[config.mk]
export PLATFORM = sky130hd
export DESIGN_NAME = seq110_frame_tx
export DESIGN_NICKNAME = d
export VERILOG_FILES = /design/src/rtl/seq110_frame_tx.sv
export SDC_FILE = /design/constraint.sdc
export NUM_CORES = 1
export LEC_CHECK = 0
export BUFFER_PORTS_ARGS = -buffer_cell sky130_fd_sc_hd__buf_2
export CORE_MARGIN = 5
export CORE_UTILIZATION = 49
export CTS_BUF_LIST = sky130_fd_sc_hd__clkbuf_8
export DETAILED_ROUTE_END_ITERATION = 7
export MAX_ROUTING_LAYER = met4
export PLACE_DENSITY = 0.67
export SLEW_MARGIN = 0
export SYNTH_ARGS = -nofsm -noshare
export SYNTH_HDL_FRONTEND = slang
export SYNTH_SLANG_ARGS = --single-unit
export TNS_END_PERCENT = 20
[constraint.sdc]
create_clock -name clk -period 4.4 [get_ports clk]
set_clock_uncertainty 0.05 [all_clocks]
set_input_delay 0 -clock clk [delete_from_list [all_inputs] [get_ports clk]]
set_output_delay 0 -clock clk [all_outputs]
set_load 0.03 [all_outputs]
[src/rtl/seq110_frame_tx.sv]
// Serial frame transmitter: a 1,1,0 preamble, then the payload MSB first.
// Optional macro SEQ110_BIT_STUFF_EN inserts a 0 after every payload 1 so "110" never occurs in the payload.
module seq110_frame_tx #(
    parameter int WIDTH = 8
) (
    input  logic             clk,
    input  logic             reset,
    input  logic             enable,
    input  logic [WIDTH-1:0] data_in,
    input  logic             load,
    output logic             ready,
    output logic             dataout,
    output logic             busy,
    output logic             frame_done
);

    localparam int CW = $clog2(WIDTH + 1);

`ifdef SEQ110_BIT_STUFF_EN
    typedef enum logic [1:0] {IDLE, PRE, DATA, STUFF} state_t;
`else
    typedef enum logic [1:0] {IDLE, PRE, DATA} state_t;
`endif

    state_t           state_q, state_d;
    logic [WIDTH-1:0] shift_q, shift_d;
    logic [CW-1:0]    cnt_q, cnt_d;
    logic [1:0]       pre_idx_q, pre_idx_d;
    logic             dataout_q, dataout_d;
    logic             busy_q, busy_d;
    logic             frame_done_q, frame_done_d;
    logic             next_data;
    logic             go_idle;

    assign ready      = (state_q == IDLE) && enable;
    assign dataout    = dataout_q;
    assign busy       = busy_q;
    assign frame_done = frame_done_q;

    // The state names what is on the line now; cnt_q counts payload bits not yet sent.
    always_comb begin
        state_d      = state_q;
        shift_d      = shift_q;
        cnt_d        = cnt_q;
        pre_idx_d    = pre_idx_q;
        dataout_d    = dataout_q;
        busy_d       = busy_q;
        frame_done_d = frame_done_q;
        next_data    = 1'b0;
        go_idle      = 1'b0;

        if (enable) begin
            case (state_q)
                IDLE: begin
                    if (load) begin
                        state_d      = PRE;
                        pre_idx_d    = 2'd0;
                        shift_d      = data_in;
                        cnt_d        = CW'(WIDTH);
                        dataout_d    = 1'b1;
                        busy_d       = 1'b1;
                        frame_done_d = 1'b0;
                    end
                end
                PRE: begin
                    if (pre_idx_q != 2'd2) begin
                        pre_idx_d = pre_idx_q + 2'd1;
                        dataout_d = (pre_idx_q != 2'd1);
                    end else begin
                        next_data = 1'b1;
                    end
                end
                DATA: begin
`ifdef SEQ110_BIT_STUFF_EN
                    if (dataout_q) begin
                        state_d      = STUFF;
                        dataout_d    = 1'b0;
                        frame_done_d = (cnt_q == '0);
                    end else
`endif
                    if (cnt_q == '0) begin
                        go_idle = 1'b1;
                    end else begin
                        next_data = 1'b1;
                    end
                end
`ifdef SEQ110_BIT_STUFF_EN
                STUFF: begin
                    if (cnt_q == '0) begin
                        go_idle = 1'b1;
                    end else begin
                        next_data = 1'b1;
                    end
                end
`endif
                default: begin
                    go_idle = 1'b1;
                end
            endcase

            if (next_data) begin
                state_d      = DATA;
                dataout_d    = shift_q[WIDTH-1];
                shift_d      = {shift_q[WIDTH-2:0], 1'b0};
                cnt_d        = cnt_q - CW'(1);
`ifdef SEQ110_BIT_STUFF_EN
                frame_done_d = (cnt_q == CW'(1)) && !shift_q[WIDTH-1];
`else
                frame_done_d = (cnt_q == CW'(1));
`endif
            end

            if (go_idle) begin
                state_d      = IDLE;
                dataout_d    = 1'b0;
                busy_d       = 1'b0;
                frame_done_d = 1'b0;
            end
        end
    end

    always_ff @(posedge clk or negedge reset) begin
        if (!reset) begin
            state_q      <= IDLE;
            shift_q      <= '0;
            cnt_q        <= '0;
            pre_idx_q    <= 2'd0;
            dataout_q    <= 1'b0;
            busy_q       <= 1'b0;
            frame_done_q <= 1'b0;
        end else begin
            state_q      <= state_d;
            shift_q      <= shift_d;
            cnt_q        <= cnt_d;
            pre_idx_q    <= pre_idx_d;
            dataout_q    <= dataout_d;
            busy_q       <= busy_d;
            frame_done_q <= frame_done_d;
        end
    end

endmodule

==> results of run 1 <==
-- worst max-delay path by stage --
stage	from	to	slack [ns]	cells past startpoint
floorplan	state_q[0]$_DFFE_PN0P_	cnt_q[2]$_DFFE_PN0P_	2.64	6
global placement	state_q[0]$_DFFE_PN0P_	cnt_q[2]$_DFFE_PN0P_	2.53	6
detailed placement	state_q[0]$_DFFE_PN0P_	cnt_q[2]$_DFFE_PN0P_	2.45	6
CTS	state_q[0]$_DFFE_PN0P_	cnt_q[2]$_DFFE_PN0P_	2.41	6
global route	state_q[0]$_DFFE_PN0P_	cnt_q[2]$_DFFE_PN0P_	2.30	6
finish	state_q[0]$_DFFE_PN0P_	cnt_q[2]$_DFFE_PN0P_	2.41	6
-- critical path, stage by stage (launching register included) --
cell and delay, ns:
dfrtp_1 0.41, inv_1 0.08, ha_1 0.35, nand2_1 0.16, o211ai_2 0.43, o211ai_2 0.15, a22o_1 0.24
-- routing by layer --
| layer | vias to the layer above | wire length, µm | share of wire [%] | GRT usage [%] |
|---|---|---|---|---|
| met4 | 0 | 48 | 1.9 | 5.50 |
| li1 | 496 | - | - | - |
| met3 | 7 | 83 | 3.3 | 3.29 |
| met1 | 481 | 1150 | 46 | 21.1 |
| met2 | 16 | 1240 | 49 | 28.1 |
| met5 | - | 0 | 0 | - |
-- layout make-up --
| cell class | count | area share [%] |
|---|---|---|
| multi-input combinational | 93 | 45.9 |
| sequential | 19 | 34.4 |
| timing repair buffer | 24 | 11.9 |
| clock buffer | 3 | 2.98 |
| tap | 28 | 2.53 |
| inverter | 7 | 1.90 |
| clock inverter | 1 | 0.362 |
-- where the power goes --
group	switching [mW]	internal [mW]
Clock	0.0594	0.0629
Sequential	0.0488	0.245
Combinational	0.249	0.173
Total	0.358	0.480
-- cells in the mapped netlist, drive strengths merged (2+ instances only) --
cell type	instances
nand2	21
nor3	2
nor2	4
o2111ai	2
dfrtp	19
o22ai	2
a21oi	10
inv	7
buf	2
nand3	4
and2	2
ha	9
a22o	3
nor3b	2
o211ai	2
o21ai	8
o21a	2
a31oi	7
-- state kept, by name (all words and copies together), names as in the netlist --
register / cells
busy: 1
cnt_q: 4
pre_idx_q: 2
frame_done: 1
shift_q: 8
state_q: 2
dataout: 1
-- cell families after synthesis --
kind of cell	count (synthesis)
adder cells (fa/ha/maj)	9
flip-flops	19
AND/OR/NAND/NOR	42
buffers and inverters	10
AO/OA/AOI/OAI	42
-- stage by stage --
| stage | instance area, µm² | hold slack [ns] | utilization, % | setup slack [ns] |
|---|---|---|---|---|
| 3_5_place_dp | 1250 | -0.0836 | 55.9 | 2.45 |
| 5_1_grt | 1380 | 0.151 | 62.0 | 2.30 |
| 4_1_cts | 1380 | 0.123 | 62.0 | 2.41 |
| 3_3_place_gp | 1250 | -0.0845 | 55.9 | 2.53 |
| 6_report | 1380 | 0.124 | 62.0 | 2.41 |
| 2_1_floorplan | 1160 | -0.346 | - | 2.64 |
-- what timing repair did --
action                                 4_1_cts  5_1_grt
endpoints found under the hold margin       27        0
setup endpoints to repair                    0        0
hold buffers                                 9        0
resized for setup                            0        0
==> results.py, run 1 <==
metrics = {
    "synthesis": {
        "synth-simple-area-share_pct": 18.6,
        "async_flop_share_pct": 100,
        "yosysSeqAreaShare_pct": 40.9,
        "synth_xor_area_share_pct": 0,
        "synth.avg_cell_area_um2": 9.52,
        "synth_largest_area_cell": "dfrtp_1",
        "yosys-mux-area-fraction_pct": 0,
        "ys_ff_latch": 19,
        "syn_nets": 143,
        "synth_compound_area_share_pct": 26.4,
        "synthAdderAreaFrac_pct": 9.70,
        "synthTopCellsByArea": "dfrtp_1 41%, ha_1 9.7%, nand2_1 6.8%",
        "synth_top_area_share_pct": 40.9,
        "synth_edf_count": 0,
        "synth_top_family_by_area": "compound AO/OA/AOI/OAI gates",
        "synth_flop_cell": "dfrtp_1",
        "yosysUniqueCellTypes": 38,
        "syn-cell-area_mm2": 0.00116,
        "syn_inst": 122,
        "yosys_warnings": 0,
    },
    "power_and_ir_drop": {
        "powerDensity_mw_per_mm2": 606,
        "finalPower_mw": 0.838,
        "vdd_drop_max_uv": 407,
        "static-leakage-power_nw": 0.605,
    },
    "clock_network": {
        "cts_buffer_depth": 2,
        "clk_latency_ns": 0.25,
        "cts_max_level": 1,
        "clkTransAtPathRegs_ns": 0.07,
        "cts_sinks": 19,
        "cts_tree": "done",
        "cts-root-buf": "clkbuf_8",
        "cts_inserted_buffers": 3,
        "cts_setup_buffers": 0,
    },
    "routing": {
        "via_per_inst": 5.71,
        "num_vias": 1000,
        "ant_nets": 0,
        "routedWlPerCell_um": 14.4,
        "totalWireLength_um": 2530,
        "post-route-drc-count": 0,
        "drt-pass1-iter-count": 4,
        "drt_iter0_drc": 20,
    },
    "timing": {
        "slew_headroom_pct": 69.3,
        "layout_min_cycle_time_ns": 1.99,
        "setup-violations-final": 0,
        "fmaxAchievable_mhz": 503,
        "slew_viol_final": 0,
        "min_period_over_period_pct": 45.2,
        "tightest_slew_ns": 0.460,
        "grt_setup_unrepaired": "no",
        "hold_viol_final": 0,
        "setup_tns_ns": 0,
    },
    "critical_path": {
        "cp.arrival_ns": 2.09,
        "rr_startpoint": "state_q[0]$_DFFE_PN0P_",
        "worstReg2RegEnd": "cnt_q[2]$_DFFE_PN0P_",
        "r2r_setup_slack_ns": 2.41,
        "worst_setup_path_end_kind": "register",
        "worstSetupStartpointType": "register",
        "path_max_fanout": 10,
        "required_ns": 4.50,
        "worst-r2r-cell-count": 6,
        "criticalPathCategory": "reg2reg",
    },
    "grt": {
        "antenna_found_initial": 0,
        "grt_overflow": 0,
        "grt_pass1_vias": 1019,
        "grt_max_degree": 21,
        "gr-usage-all-layers_pct": 17.1,
        "grt_pass1_wl_um": 4500,
    },
    "placed_design": {
        "port_buffers": 15,
        "dp_hpwl_um": 1770,
        "dpl.cell_count": 162,
        "place_congestion": 0.826,
    },
    "final_layout": {
        "seq_area_um2": 475,
        "antenna_cells": 0,
        "multiInputGateArea_um2": 636,
        "final_common_cell": "nand2_1",
        "synthToLayoutAreaGrowth_pct": 19.2,
        "nets": 169,
        "layout.cells.non_filler": 175,
        "fillerInstances": 207,
        "final_cell_mix": "21 x nand2_1, 19 x dfrtp_1, 15 x buf_2",
        "drive_gt1_share_pct": 17.7,
    },
    "hold_path": {
        "worstHoldStart": "enable",
        "hold_path.class": "in2reg",
        "holdPathStages": 2,
        "min_to": "busy$_DFFE_PN0P_",
    },
    "floorplanning": {
        "dieArea_mm2": 0.00344,
        "coreArea_mm2": 0.00223,
        "io_pins": 16,
        "start_util_pct": 52.0,
        "placementRows": 17,
        "die_w_um": 58.7,
        "fp.dieH_um": 58.7,
    },
    "outcome": {
        "status": "finished clean",
    },
    "flow_run": {
        "maxCapViolations": 0,
    },
}
(Power assumes the default switching activity.)
==> inputs of run 2 (changes only) <==
Clock period 4.4 ns to 2 ns, I/O delays scaled along.
==> run 2 against run 1 <==
Sequential cell count is the same. Combinational power grew 130%. Clock power grew 110%. Global-route usage is essentially flat. Non-clock buffer count grew 3. Die area is the same. Worst hold slack lost 0.0083 ns. Setup slack lost 2.3 ns. Final cell count grew 1.7%.
==> results.py, run 2 (synthesis gave the netlist of run 1 again) <==
metrics = {
    "critical_path": {
        "path_buf_inv": 1,
        "rr_startpoint": "state_q[1]$_DFFE_PN0P_",
        "cp.arrival_ns": 1.98,
        "crit_path_start": "state_q[1]$_DFFE_PN0P_",
        "worst_setup_path_end_kind": "register",
        "cpLargestDelayFamily": "compound AO/OA/AOI/OAI gates",
        "cp_cell_sequence": "inv_1 -> ha_1 -> nand3_1 -> o21a_4 -> a21oi_4 -> a31oi_1",
        "crit_slowest_cell": "dfrtp_1",
        "worstSetupStartpointType": "register",
        "required_ns": 2.07,
        "path_max_fanout": 11,
        "slowest_delay_ns": 0.40,
        "criticalPathCategory": "reg2reg",
    },
    "hold_path": {
        "hold_path.class": "in2reg",
        "worstHoldStart": "enable",
    },
    "clock_network": {
        "clkTransAtPathRegs_ns": 0.07,
        "cts_inserted_buffers": 3,
        "cts_max_level": 1,
        "cts_sinks": 19,
        "cts_setup_buffers": 0,
        "clk_latency_ns": 0.25,
        "cts_buffer_depth": 2,
        "cts-root-buf": "clkbuf_8",
        "cts_tree": "done",
    },
    "floorplanning": {
        "io_pins": 16,
        "start_util_pct": 52.0,
        "die_w_um": 58.7,
        "coreArea_mm2": 0.00223,
        "placementRows": 17,
        "fp.dieH_um": 58.7,
        "dieArea_mm2": 0.00344,
    },
    "timing": {
        "fmaxAchievable_mhz": 525,
        "slew_headroom_pct": 72.1,
        "fin_ws_ns": 0.0966,
        "min_period_over_period_pct": 95.2,
        "tightest_slew_ns": 0.418,
        "layout_min_cycle_time_ns": 1.90,
        "setup_tns_ns": 0,
        "hold_viol_final": 0,
        "grt_setup_unrepaired": "yes",
        "setup-violations-final": 0,
        "slew_viol_final": 0,
    },
    "placed_design": {
        "pre_cts_slack_ns": 0.101,
        "port_buffers": 15,
        "place_congestion": 0.827,
        "dp_hpwl_um": 1870,
    },
    "grt": {
        "antenna_found_initial": 0,
        "grt_pass1_vias": 1034,
        "grt_max_degree": 21,
        "grt_pass1_wl_um": 4530,
        "grt_overflow": 0,
        "gr-usage-all-layers_pct": 17.1,
    },
    "power_and_ir_drop": {
        "vdd_drop_max_uv": 1000,
        "static-leakage-power_nw": 0.624,
        "powerDensity_mw_per_mm2": 1330,
    },
    "final_layout": {
        "nets": 172,
        "final_cell_mix": "21 x nand2_1, 19 x dfrtp_1, 15 x buf_2",
        "regMostFlops": "shift_q",
        "final_common_cell": "nand2_1",
        "drive_gt1_share_pct": 20.0,
        "antenna_cells": 0,
        "largest_register_ffs": 8,
        "synthToLayoutAreaGrowth_pct": 22.1,
        "reg_top3": "shift_q: 8 flops, cnt_q: 4 flops",
    },
    "routing": {
        "routedWlPerCell_um": 14.3,
        "via_per_inst": 5.72,
        "num_vias": 1019,
        "drt-pass1-iter-count": 4,
        "totalWireLength_um": 2540,
        "post-route-drc-count": 0,
        "drt_iter0_drc": 15,
        "ant_nets": 0,
    },
    "flow_run": {
        "maxCapViolations": 0,
    },
    "outcome": {
        "status": "finished clean",
    },
}
## run 2: changes by cell type in the layout (fill, tap and decap cells not counted)
| cell | delta |
|---|---|
| nor4bb_1 | -1 |
| o22ai_1 | -1 |
| nor4bb_2 | +1 |
| buf_4 | +3 |
| o22ai_2 | +1 |
| clkinv_2 | -1 |
| inv_1 | +1 |
## run 2: layout make-up
cell class / count / area [µm²]
Timing Repair Buffer: 27 / 188
Clock buffer: 3 / 41.3
Multi-Input combinational cell: 93 / 648
Tap cell: 28 / 35.0
Inverter: 7 / 26.3
Sequential cell: 19 / 475
Clock inverter: 1 / 3.75
Fill cell: 186 / 816
## run 2: metrics by stage
step | util (%) | std cells | hold slack, ns | cell area [µm²] | power (mW)
floorplan | - | 122 | -0.346 | 1160 | 1.36
global placement | 56.9 | 165 | -0.0887 | 1270 | 1.57
detailed placement | 56.9 | 165 | -0.0884 | 1270 | 1.61
CTS | 62.9 | 178 | 0.125 | 1410 | 1.88
global route | 63.5 | 178 | 0.179 | 1420 | 2.05
finish | 63.5 | 178 | 0.115 | 1420 | 1.89
## run 2: report_power, final
group	internal, mW	total, mW	leakage [nW]	switching [mW]
registers	0.539	0.650	0.228	0.111
clock network	0.136	0.261	0.0269	0.124
logic	0.410	0.978	0.369	0.567
total	1.09	1.89	0.624	0.803
## run 2: path summary, 6_finish.rpt
| path | endpoint | slack (ns) | cells past startpoint |
|---|---|---|---|
| min in group asynchronous | pre_idx_q[1]$_DFFE_PN0P_ | 0.16 | 2 |
| hold reg to reg | frame_done$_DFFE_PN0P_ | 0.45 | 1 |
| max in group asynchronous | shift_q[1]$_DFFE_PN0P_ | 1.45 | 2 |
| setup / recovery | shift_q[3]$_DFFE_PN0P_ | 0.1 | 6 |
| hold / removal | busy$_DFFE_PN0P_ | 0.12 | 2 |
| setup reg to reg | shift_q[3]$_DFFE_PN0P_ | 0.1 | 6 |
## run 2: worst register-to-register path, cell delays in order (launching register included)
cell and delay (ns):
dfrtp_1 0.40, inv_1 0.11, ha_1 0.31, nand3_1 0.25, o21a_4 0.24, a21oi_4 0.29
a31oi_1 0.13
## run 2: timing repair
item | CTS | global route
hold buffers | 9 | 0
endpoints found under the setup margin | 0 | 14
hold endpoints to repair | 27 | 0
gates resized for setup | 0 | 2
## run 2: per-layer routing
| layer | GRT usage [%] | wire length [µm] |
|---|---|---|
| met1 | 22.0 | 1190 |
| met5 | - | 0 |
| met2 | 28.2 | 1230 |
| met3 | 1.97 | 73 |
| met4 | 5.18 | 50 |
